### config.mk
export PLATFORM = sky130hd
export DESIGN_NAME = writeback
export DESIGN_NICKNAME = d
export VERILOG_FILES = /design/src/rtl/writeback.sv
export SDC_FILE = /design/constraint.sdc
export NUM_CORES = 1
export LEC_CHECK = 0
export CORE_MARGIN = 2
export CORE_UTILIZATION = 55
export DETAILED_ROUTE_END_ITERATION = 10
export PLACE_DENSITY_LB_ADDON = 0.05
export REMOVE_ABC_BUFFERS = 1
export SLEW_MARGIN = 20
export SYNTH_ARGS = -nofsm -noshare
export SYNTH_HDL_FRONTEND = slang
export SYNTH_SLANG_ARGS = --single-unit
### constraint.sdc
create_clock -name clk -period 3 [get_ports clk]
set_input_delay 0.6 -clock clk [delete_from_list [all_inputs] [get_ports clk]]
set_output_delay 0.6 -clock clk [all_outputs]
set_load 0.005 [all_outputs]
### src/rtl/writeback.sv
// Writeback stage: commits memory-stage results into an 8 x 16 register file,
// provides two combinational read ports with same-cycle write-through, a
// combinational bypass to execute, a sticky halt flag and an optional retire
// counter.
//
// Optional feature macro: WB_RETIRE_COUNT_EN
//   defined   -> retire_count counts every committed slot (wraps at 16 bits)
//   undefined -> retire_count is tied to 0 and no counter flops exist
//
// Ports
//   clk, rst_n           rising-edge clock, synchronous active-low reset
//   bubble_in            slot carries no instruction
//   opcode_in, tgt_in    opcode and destination register of the slot
//   result_in            ALU / link result
//   mem_data_in          data-RAM read word aligned to the slot
//   halt_in              slot is the halt instruction
//   raddr_a, raddr_b     decode read addresses
//   rdata_a, rdata_b     combinational read data (r0 reads 0)
//   fwd_valid/tgt/data   combinational bypass of the write in flight
//   halted               sticky CPU-stopped flag (registered)
//   retire_count         count of retired instructions (registered)
module writeback (
  input  logic        clk,
  input  logic        rst_n,
  input  logic        bubble_in,
  input  logic [2:0]  opcode_in,
  input  logic [2:0]  tgt_in,
  input  logic [15:0] result_in,
  input  logic [15:0] mem_data_in,
  input  logic        halt_in,
  input  logic [2:0]  raddr_a,
  input  logic [2:0]  raddr_b,
  output logic [15:0] rdata_a,
  output logic [15:0] rdata_b,
  output logic        fwd_valid,
  output logic [2:0]  fwd_tgt,
  output logic [15:0] fwd_data,
  output logic        halted,
  output logic [15:0] retire_count
);

  localparam logic [2:0] OpAdd  = 3'b000;
  localparam logic [2:0] OpAddi = 3'b001;
  localparam logic [2:0] OpNand = 3'b010;
  localparam logic [2:0] OpLui  = 3'b011;
  localparam logic [2:0] OpSw   = 3'b100;
  localparam logic [2:0] OpLw   = 3'b101;
  localparam logic [2:0] OpBeq  = 3'b110;
  localparam logic [2:0] OpJalr = 3'b111;

  logic [15:0] regs_q [8];
  logic        halted_q;
  logic        commit;
  logic        op_writes;
  logic        wen;
  logic [15:0] wdata;

  // Once halted, every slot is ignored until reset.
  assign commit = !bubble_in && !halted_q;

  always_comb begin
    op_writes = 1'b0;
    unique case (opcode_in)
      OpAdd, OpAddi, OpNand, OpLui, OpLw, OpJalr: op_writes = 1'b1;
      OpSw, OpBeq:                                op_writes = 1'b0;
      default:                                    op_writes = 1'b0;
    endcase
  end

  // The halt slot never writes; r0 targets are dropped here so r0 stays 0.
  assign wen   = commit && !halt_in && op_writes && (tgt_in != 3'd0);
  assign wdata = (opcode_in == OpLw) ? mem_data_in : result_in;

  // Register file. r0 is cleared on reset and never written afterwards.
  always_ff @(posedge clk) begin
    if (!rst_n) begin
      for (int i = 0; i < 8; i++) begin
        regs_q[i] <= '0;
      end
    end else if (wen) begin
      regs_q[tgt_in] <= wdata;
    end
  end

  always_ff @(posedge clk) begin
    if (!rst_n) begin
      halted_q <= 1'b0;
    end else if (commit && halt_in) begin
      halted_q <= 1'b1;
    end
  end

  // Read ports with write-through so decode sees a value in its commit cycle.
  always_comb begin
    rdata_a = regs_q[raddr_a];
    if (raddr_a == 3'd0) begin
      rdata_a = '0;
    end else if (wen && (raddr_a == tgt_in)) begin
      rdata_a = wdata;
    end
  end

  always_comb begin
    rdata_b = regs_q[raddr_b];
    if (raddr_b == 3'd0) begin
      rdata_b = '0;
    end else if (wen && (raddr_b == tgt_in)) begin
      rdata_b = wdata;
    end
  end

  assign fwd_valid = wen;
  assign fwd_tgt   = tgt_in;
  assign fwd_data  = wdata;
  assign halted    = halted_q;

`ifdef WB_RETIRE_COUNT_EN
  logic [15:0] retire_q;

  // Counts every committed slot, including non-writing, r0 and halt slots.
  always_ff @(posedge clk) begin
    if (!rst_n) begin
      retire_q <= '0;
    end else if (commit) begin
      retire_q <= retire_q + 16'd1;
    end
  end

  assign retire_count = retire_q;
`else
  assign retire_count = '0;
`endif

endmodule

==> results.cfg <==
[outcome]
run_status = finished clean

[logic_synthesis]
synth_common_cells = 128 x edfxtp_1, 117 x nor2_1, 64 x mux4_2
async_reset_ff_frac = 0
yosysWarnings = 0
synth_mux_area_frac = 0.262
synth_compound_area_frac = 0.0678
synth_top_family_by_area = multiplexers
ys.flop_type = edfxtp_1
syn_avg_cell_area_um2 = 13.8
synth_seq_area_share = 0.517
ys_ff_latch = 129
synthSimpleGateAreaFrac = 0.0818
ys_top_cells_by_area = edfxtp_1 51%, mux4_2 19%, nor2_1 5.9%
syn_area_um2 = 7480
yosysMostFrequentCell = edfxtp_1
synth_edf_count = 128
synthAdderAreaFrac = 0
netlist_instances = 541
synthDistinctLibCells = 30
synth_top_cell_area_share = 0.514
synth_area_leader_cell = edfxtp_1
synth_xor_area_frac = 0.00469

[placement]
dp_hpwl_mm = 15.4
numPortBuffers = 100
routabilityCongestion = 0.866

[sta]
slew_headroom = 0.621
slew_viol_final = 0
setup_tns_ns = 0
finalHoldViolCount = 0
fmax_mhz = 336
skew_ns = 0.00537
timing.final.crit_period_ns = 2.97
period_share = 0.991
setup_viol = 0
tightest_slew_ns = 0.567

[cts]
cts_tree = yes
hold_buffers = 0
cts_buffers = 17
clk_latency_ns = 0.42
root_buffer = clkbuf_16
numClockSinks = 129
clock_path_buffers = 2
h-tree-depth = 4
clk_pin_slew_worst_paths_ns = 0.06

[global_routing]
grt_pass1_vias = 6196
grt_pass1_wl_mm = 36.9
grt_max_degree = 18
grt_usage = 0.353
antenna_found_initial = 0
grt-ovfl-total = 0

[layout]
drive_above_1_share = 0.410
nNetsFinal = 820
fill_cells = 740
area_delta_synth_final_pct = 43.2
diodes = 0
multi_input_area_um2 = 3480
seq_area_um2 = 3860

[routing]
vias = 6174
ant_nets = 0
post-route-drc-count = 0
viasPerCell = 6.42
drt-total-wl_mm = 25.3
dr.pass1.iters = 5
wl_per_cell_um = 26.4
drt-initial-drc-count = 809

[die]
core_um2 = 13200
die_area_um2 = 14500
die_h_um = 121
io_pins = 117
die_w_um = 121
start_util = 0.565
rows = 42

[worst_setup_path]
cpPeakStageDelay_ns = 0.52
r2r_start = halted
crit_chain = buf_6 > buf_12 > mux4_2 > mux2_2 > a31oi_1 > a211oi_2 > dlygate4sd2_1
worstSetupStartpointType = input port
crit_slowest_cell = mux4_2
rr_worst_depth = 9
cp.required_ns = 2.40
arrival_ns = 2.37
critPathMaxFanout = 11
crit_path_end_kind = output pin
worstSetupPathType = input port to output pin
regToRegEndpoint = regs_q[5][3]
rrSetupSlack_ns = 0.78

[min_path]
whs_path_depth = 2
worstHoldPathType = flip-flop to flip-flop
min_to = halted
hp-start = halted

[power]
leakagePower_nw = 4.24
power.total_mw = 5.22
powerDensity_nw_per_um2 = 487
peakVddDrop_v = 0.000437

[flow_run]
drv_cap = 0
## sequential cells by signal, summed over array words and instances (netlist names)
signal	flops
regs_q	128
halted	1
## stage by stage
step	hold slack, ns	utilization	worst slack, ns	std cells	cell area, um2
2_1_floorplan	0.531	-	-0.754	507	7170
3_3_place_gp	0.533	0.714	-0.518	892	9460
3_5_place_dp	0.545	0.714	-0.505	892	9460
4_1_cts	0.552	0.796	0.00213	952	10500
5_1_grt	0.586	0.809	-0.0421	961	10700
6_report	0.552	0.809	0.0271	961	10700
## worst max path at each step
stage          slack, ns         start           end
3_3_place_gp       -0.52    raddr_a[1]    rdata_a[2]
3_5_place_dp       -0.51    raddr_a[1]   rdata_a[13]
6_report            0.03    raddr_b[0]    rdata_b[4]
5_1_grt            -0.04  opcode_in[2]    rdata_b[5]
4_1_cts            0.002    raddr_b[0]   rdata_b[11]
2_1_floorplan      -0.75  opcode_in[0]  regs_q[2][0]
## power breakdown
group	internal, mW	switching [mW]	total (mW)
combinational	0.587	0.490	1.08
sequential	2.07	0.0524	2.12
clock	1.22	0.800	2.02
## worst max-delay path, delay by kind of cell
family,cells,cell delay [ns]
AO/OA/AOI/OAI,2,0.36
buffers and inverters,3,0.59
multiplexers,2,0.82
## metal layers
metal / up-vias / track usage / share of wire
li1: 2528 / - / -
met1: 3117 / 0.439 / 0.35
met2: 441 / 0.590 / 0.51
met3: 88 / 0.0925 / 0.11
met4: 0 / 0.142 / 0.039
met5: - / 0 / 0
## timing repair
item	CTS	global route
buffers inserted	24	10
endpoints found under the setup margin	48	37
resized for setup	102	36
cloned	5	0
pin swaps	11	2
## placed cells by master (no fill, tap or decap), types with 7 or more instances in the layout
cell and n:
inv_1 18, a31oi_1 26, nor2_1 115, nand2_1 10
edfxtp_1 128, dlygate4sd2_1 30, clkbuf_16 17, buf_12 22
mux2_2 28, mux2i_1 7, mux4_2 64, buf_4 103
conb_1 32, clkdlybuf4s50_1 54, clkdlybuf4s15_1 8, a211oi_1 24
a211oi_2 8, buf_6 15
## cells by family after synthesis
group                     count (synthesis)
xor gates and xnor gates                  4
and+or+nand+nor                         141
other                                     1
AOI/OAI and AO/OA                        70
DFF                                     129
muxes                                   112
buffers and inverters                    84
## area by class of cell
cell class,count,share of cell area
inverter,19,0.00666
clock inverter,14,0.0131
clock buffer,18,0.0401
multi-input combinational,359,0.325
sequential,129,0.361
timing repair buffer,246,0.234
tap,176,0.0206
Note: power is estimated with default switching activity, not from simulation.
